--- src/rtl/riscq_loader_pkg.sv ---
// Shared command codes, FSM encoding and word geometry for the riscq init loader.
package riscq_loader_pkg;
    localparam logic [7:0] CMD_INST = 8'hA1;
    localparam logic [7:0] CMD_DATA = 8'hA2;
    localparam logic [7:0] CMD_DONE = 8'hA5;
    localparam int BYTES_PER_WORD = 4;

    typedef enum logic [2:0] {
        S_IDLE    = 3'd0,
        S_HDR     = 3'd1,
        S_PAYLOAD = 3'd2,
        S_CSUM    = 3'd3,
        S_DONE    = 3'd4
    } state_t;
endpackage

--- src/rtl/riscq_word_pack.sv ---
// Little-endian byte-to-word packer: the first byte lands in bits [7:0], and
// o_word_valid pulses for one cycle after the 4th byte of a word is strobed in.
module riscq_word_pack (
    input  logic        i_clk,
    input  logic        i_rst,
    input  logic [7:0]  i_byte,
    input  logic        i_strobe,
    input  logic        i_clear,
    output logic [31:0] o_word,
    output logic        o_word_valid
);
    logic [1:0]  byte_cnt;
    logic [31:0] sreg;

    always_ff @(posedge i_clk) begin
        if (i_rst) begin
            byte_cnt     <= 2'd0;
            sreg         <= 32'd0;
            o_word       <= 32'd0;
            o_word_valid <= 1'b0;
        end else begin
            o_word_valid <= 1'b0;
            if (i_clear) begin
                byte_cnt <= 2'd0;
                sreg     <= 32'd0;
            end else if (i_strobe) begin
                sreg     <= {i_byte, sreg[31:8]};
                byte_cnt <= byte_cnt + 2'd1;
                if (byte_cnt == 2'd3) begin
                    o_word       <= {i_byte, sreg[31:8]};
                    o_word_valid <= 1'b1;
                end
            end
        end
    end
endmodule

--- src/rtl/riscq_loader.sv ---
// Host loader: parses CMD/ADDR/CNT/payload/CSUM frames from a byte stream and
// drives the inst_rom and data_ram init write ports of riscq_soc.
module riscq_loader
    import riscq_loader_pkg::*;
#(
    parameter int ADDR_W = 12,
    parameter int DATA_W = 32
) (
    input  logic              i_clk,
    input  logic              i_rst,
    input  logic [7:0]        i_rx_data,
    input  logic              i_rx_valid,
    output logic              o_rx_ready,
    output logic [ADDR_W-1:0] o_inst_waddr,
    output logic [DATA_W-1:0] o_inst_wdata,
    output logic              o_inst_we,
    output logic              o_inst_init_done,
    output logic [ADDR_W-1:0] o_data_waddr,
    output logic [DATA_W-1:0] o_data_wdata,
    output logic              o_data_we,
    output logic              o_data_init_done,
    output logic              o_busy,
    output logic              o_err,
    output logic [2:0]        o_dbg_state
);
    // Handshake: a byte transfers on any rising edge where i_rx_valid and
    // o_rx_ready are both high; ready stays high from the cycle after reset.
    state_t              state;
    logic                rdy;
    logic [1:0]          hdr_idx;
    logic [7:0]          addr_l, addr_h, cnt_l, sum;
    logic                tgt_data;
    logic [17:0]         bytes_left;
    logic [ADDR_W-1:0]   inst_addr, data_addr;
    logic [DATA_W-1:0]   inst_wdata_q, data_wdata_q;
    logic                err, inst_done, data_done;
    logic [31:0]         pk_word;
    logic                pk_valid;

    logic        acc;
    logic [11:0] hdr_start;
    logic [15:0] hdr_cnt;
    logic        hdr_bad;
    logic        hdr_last;

    assign acc       = i_rx_valid & rdy;
    assign hdr_start = {addr_h[3:0], addr_l};
    assign hdr_cnt   = {i_rx_data, cnt_l};
    assign hdr_bad   = (addr_h[7:4] != 4'd0) ||
                       ((17'(hdr_start) + 17'(hdr_cnt)) > 17'(1 << ADDR_W));
    assign hdr_last  = acc && (state == S_HDR) && (hdr_idx == 2'd3);

    riscq_word_pack u_pack (
        .i_clk        (i_clk),
        .i_rst        (i_rst),
        .i_byte       (i_rx_data),
        .i_strobe     (acc && (state == S_PAYLOAD)),
        .i_clear      (hdr_last),
        .o_word       (pk_word),
        .o_word_valid (pk_valid)
    );

    always_ff @(posedge i_clk) begin
        if (i_rst) begin
            state        <= S_IDLE;
            rdy          <= 1'b0;
            hdr_idx      <= 2'd0;
            addr_l       <= 8'd0;
            addr_h       <= 8'd0;
            cnt_l        <= 8'd0;
            sum          <= 8'd0;
            tgt_data     <= 1'b0;
            bytes_left   <= 18'd0;
            inst_addr    <= '0;
            data_addr    <= '0;
            inst_wdata_q <= '0;
            data_wdata_q <= '0;
            err          <= 1'b0;
            inst_done    <= 1'b0;
            data_done    <= 1'b0;
        end else begin
            rdy <= 1'b1;
            // Each write retires here: the address advances past the word just written.
            if (pk_valid) begin
                if (tgt_data) begin
                    data_addr    <= data_addr + 1'b1;
                    data_wdata_q <= pk_word;
                end else begin
                    inst_addr    <= inst_addr + 1'b1;
                    inst_wdata_q <= pk_word;
                end
            end
            if (acc) begin
                case (state)
                    S_IDLE: begin
                        case (i_rx_data)
                            CMD_INST, CMD_DATA: begin
                                tgt_data <= (i_rx_data == CMD_DATA);
                                sum      <= i_rx_data;
                                hdr_idx  <= 2'd0;
                                state    <= S_HDR;
                            end
                            CMD_DONE: begin
                                inst_done <= 1'b1;
                                data_done <= 1'b1;
                                state     <= S_DONE;
                            end
                            default: err <= 1'b1;
                        endcase
                    end
                    S_HDR: begin
                        sum     <= sum + i_rx_data;
                        hdr_idx <= hdr_idx + 2'd1;
                        case (hdr_idx)
                            2'd0: addr_l <= i_rx_data;
                            2'd1: addr_h <= i_rx_data;
                            2'd2: cnt_l  <= i_rx_data;
                            default: begin
                                if (hdr_bad) begin
                                    err   <= 1'b1;
                                    state <= S_IDLE;
                                end else begin
                                    bytes_left <= 18'(hdr_cnt) * 18'(BYTES_PER_WORD);
                                    if (tgt_data) data_addr <= ADDR_W'(hdr_start);
                                    else          inst_addr <= ADDR_W'(hdr_start);
                                    state <= (hdr_cnt == 16'd0) ? S_CSUM : S_PAYLOAD;
                                end
                            end
                        endcase
                    end
                    S_PAYLOAD: begin
                        sum        <= sum + i_rx_data;
                        bytes_left <= bytes_left - 18'd1;
                        if (bytes_left == 18'd1) state <= S_CSUM;
                    end
                    S_CSUM: begin
                        if (8'(sum + i_rx_data) != 8'h00) err <= 1'b1;
                        state <= S_IDLE;
                    end
                    S_DONE: ;
                    default: state <= S_IDLE;
                endcase
            end
        end
    end

    // Strobes are gated by reset so an in-flight write drops in the reset cycle.
    assign o_inst_we        = pk_valid & ~tgt_data & ~i_rst;
    assign o_data_we        = pk_valid &  tgt_data & ~i_rst;
    assign o_inst_wdata     = o_inst_we ? DATA_W'(pk_word) : inst_wdata_q;
    assign o_data_wdata     = o_data_we ? DATA_W'(pk_word) : data_wdata_q;
    assign o_inst_waddr     = inst_addr;
    assign o_data_waddr     = data_addr;
    assign o_rx_ready       = rdy;
    assign o_inst_init_done = inst_done;
    assign o_data_init_done = data_done;
    assign o_err            = err;
    assign o_busy           = (state == S_HDR) || (state == S_PAYLOAD) || (state == S_CSUM);
    assign o_dbg_state      = state;
endmodule

--- config.mk ---
export PLATFORM = sky130hd
export DESIGN_NAME = riscq_loader
export DESIGN_NICKNAME = d
export VERILOG_FILES = /design/src/rtl/riscq_loader_pkg.sv /design/src/rtl/riscq_word_pack.sv /design/src/rtl/riscq_loader.sv
export SDC_FILE = /design/constraint.sdc
export NUM_CORES = 1
export LEC_CHECK = 0
export ABC_AREA = 0
export BUFFER_PORTS_ARGS = -buffer_cell sky130_fd_sc_hd__buf_2
export CAP_MARGIN = 25
export CORE_UTILIZATION = 30
export DETAILED_ROUTE_END_ITERATION = 8
export HOLD_SLACK_MARGIN = 0.08
export PLACE_DENSITY = 0.48
export SLEW_MARGIN = 20
export SYNTH_ARGS = -nofsm -noshare
export SYNTH_HDL_FRONTEND = slang
export SYNTH_SLANG_ARGS = --single-unit
export TNS_END_PERCENT = 10
--- constraint.sdc ---
create_clock -name i_clk -period 4.45 [get_ports i_clk]
set_clock_uncertainty 0.2 [all_clocks]
set_input_delay 0.2225 -clock i_clk [delete_from_list [all_inputs] [get_ports i_clk]]
set_output_delay 0.2225 -clock i_clk [all_outputs]
set_load 0.02 [all_outputs]
==> flow_summary.toml <==
[outcome]
status = "finished, final reports clean"

[critical_path]
cp_top_family = "compound AO/OA/AOI/OAI gates"
cp_max_fo = 21
critical_path_required_ns = 4.69
slowest_delay_ns = 0.45
cp_cell_sequence = "ha_1, a21o_1, a31o_1, or3_1, a2111o_1, or4_4, o31ai_4, or3b_1, buf_4, mux2_1, a21oi_1"
critical_path_class = "reg2reg"
arrival_ns = 4.40
crit_path_start_kind = "flop"
cp-end-kind = "flop"
crit_path_top_delay_cell = "or4_4"
crit_buf_inv = 1

[synthesis]
syn_avg_cell_area_um2 = 7.64
synthTopCellsByCount = "nand2_1, dfxtp_1, a21oi_1"
synth.distinct_cells = 69
synth_top_area_share_pct = 39.7
syn-cell-area_um2 = 10400
async_reset_ff_share_pct = 0
synth_seq_area_share_pct = 39.7
yosys_warnings = 0
synthAdderAreaFrac_pct = 3.87
yosys.area_share.xor_xnor_pct = 2.61
syn_nets = 1403
ys_seq_elements = 206
synth_top_area_cell = "dfxtp_1"
synth_ff_type = "dfxtp_1"
muxShareOfSynthArea_pct = 5.13
yosys.area_share.simple_pct = 26.1
synth_top_family_by_area = "simple AND/OR/NAND/NOR gates"
syn_inst = 1361
synth_most_common_cell = "nand2_1"
synth_edf_count = 0
ys_top_cells_by_area = "dfxtp_1, nand2_1, a21oi_1"
synth_compound_gate_area_share_pct = 18.2

[floorplan]
initial_core_util_pct = 30.8
ios = 109
num_rows = 67
fp.dieW_um = 188
core_um2 = 33800
die_area_um2 = 35400
die_height_um = 188

[cts]
clk_path_buf_depth = 3
root_buffer = "clkbuf_16"
cts_tree = "done"
cts_setup_buffers = 0
cts-buffers-inserted = 24
clock_latency_ns = 0.52
cts_sinks = 206
htreeDepth = 1
clkTransAtPathRegs_ns = 0.06
post_cts_resized = 0

[drt]
wl_per_cell_um = 17.0
via_count = 9692
ant_nets = 0
drt_iter0_drc = 674
viasPerCell = 5.10
drc = 0
routed_wl_mm = 32.3
first_pass_iters = 5

[sta]
slew_violations = 0
min_period_ns = 4.16
whs_ns = 0.251
grt_setup_unrepaired = "false"
worst_slew_pin_slew_ns = 0.813
setup_tns_ns = 0
hold_viol_final = 0
maxSlewHeadroom_pct = 45.8
post-route-period-util_pct = 93.6
fmax_ghz = 0.240
finalSetupViolCount = 0

[pwr]
swShare_pct = 22.4
p_switching_uw = 902
combPwrFrac_pct = 3.5
p_leak_uw = 0.00494
internal_power_uw = 3120
ir_drop_mv = 0.240
clkPwrFrac_pct = 50.5
power_density_nw_per_um2 = 328
seqPwrFrac_pct = 46.0

[place]
place_congestion = 0.875
dp_hpwl_mm = 21.2
portBuffers = 108

[layout]
fin_nets = 1481
fill_cells = 3568
layout-drive-gt1-share_pct = 15.5
syn2layout_area_growth_pct = 18.0
antenna_cells = 0
multi_input_area_um2 = 5830
regArea_um2 = 4120

[grt]
grt_max_degree = 71
track_usage_pct = 18.0
gr-total-overflow = 0
grt_pass1_wl_mm = 51.6
antenna_found_initial = 0
grt_pass1_vias = 9281

[flow_run]
drv_cap = 0

[hold_path]
hold_path.class = "reg2reg"
## worst paths after layout
check	depth (start not counted)	endpoint	startpoint	slack, ns
worst max-delay path	11	bytes_left[3]	cnt_l[4]	0.29
worst min-delay path	2	inst_wdata_q[0]	inst_wdata_q[0]	0.25
worst max register to register	11	bytes_left[3]	cnt_l[4]	0.29
worst min register to register	2	inst_wdata_q[0]	inst_wdata_q[0]	0.25
## tightest hold or removal path: stages, from the launching register on
cell     delay [ns]
dfxtp_1        0.31
nand2_1        0.05
a21oi_1        0.05
## layout make-up
class | count | share of cell area (%)
flip-flops and latches | 206 | 33.6
clock inverters | 9 | 1.09
inverters | 20 | 0.612
well taps | 448 | 4.57
repair buffers | 146 | 7.12
clock buffers | 30 | 5.49
multi-input cells | 1041 | 47.5
## per-layer routing
| metal | wire length, µm | GRT usage (%) |
|---|---|---|
| met5 | 0 | 0 |
| met4 | 543 | 4.13 |
| met3 | 1400 | 2.11 |
| met2 | 14900 | 29.5 |
| met1 | 15500 | 25.0 |
## state kept, by name, summed over array words and instances, names as in the netlist, 3 cells and up
signal	cells
bytes_left	18
o_inst_waddr	12
inst_wdata_q	32
o_data_waddr	12
o_dbg_state	3
data_wdata_q	32
addr_h	8
u_pack.o_word	32
sum	8
u_pack.sreg	24
addr_l	8
cnt_l	8
## cells by family after synthesis
family                     Yosys count
and+or+nand+nor                    632
AOI/OAI and AO/OA                  298
DFF                                206
buffers and inverters              114
muxes                               49
xor gates and xnor gates            31
adders and majority gates           31
## through the flow
step / power [µW] / worst slack (ns) / util, % / instance area, µm² / instances
finish: 4030 / 0.286 / 36.3 / 12300 / 1900
global route: 4180 / 0.130 / 36.3 / 12300 / 1900
CTS: 4090 / 0.305 / 36.3 / 12300 / 1900
detailed placement: 2030 / 0.338 / 33.6 / 11400 / 1851
global placement: 2030 / 0.377 / 33.5 / 11300 / 1850
floorplan: 1980 / 0.634 / - / 10400 / 1361
## layout by cell type, fill, tap and decap left out, types with 8 or more instances in the layout
| cell type | netlist | final |
|---|---|---|
| nand2_1 | 389 | 389 |
| buf_2 | 3 | 107 |
| a211oi_1 | 10 | 10 |
| nand4_1 | 12 | 12 |
| nand3_1 | 57 | 57 |
| dfxtp_1 | 206 | 206 |
| a211oi_2 | 8 | 8 |
| clkbuf_16 | 0 | 24 |
| dlygate4sd3_1 | 0 | 10 |
| a21oi_1 | 171 | 171 |
| and3_1 | 13 | 13 |
| buf_4 | 2 | 28 |
| mux2_2 | 33 | 33 |
| a22o_1 | 19 | 19 |
| nor3b_1 | 8 | 8 |
| nor3_1 | 36 | 36 |
| xnor2_1 | 18 | 18 |
| xor2_1 | 13 | 13 |
| a21o_1 | 8 | 8 |
| o21ai_0 | 21 | 21 |
| ha_1 | 29 | 29 |
| mux2i_1 | 15 | 15 |
| nor4_1 | 8 | 8 |
| nor2_1 | 80 | 76 |
| inv_1 | 19 | 19 |
## power by group through the flow
stage,Combinational (µW),Clock (µW),Sequential (µW)
4_1_cts,142,2090,1850
3_3_place_gp,135,0,1890
3_5_place_dp,135,0,1890
2_1_floorplan,81.4,0,1890
5_1_grt,154,2170,1850
6_report,141,2030,1850
## what timing repair did
action,4_1_cts,5_1_grt
hold buffers,10,0
setup endpoints to repair,0,0
hold endpoints to repair,65,0
Note: power is estimated with default switching activity, not from simulation.
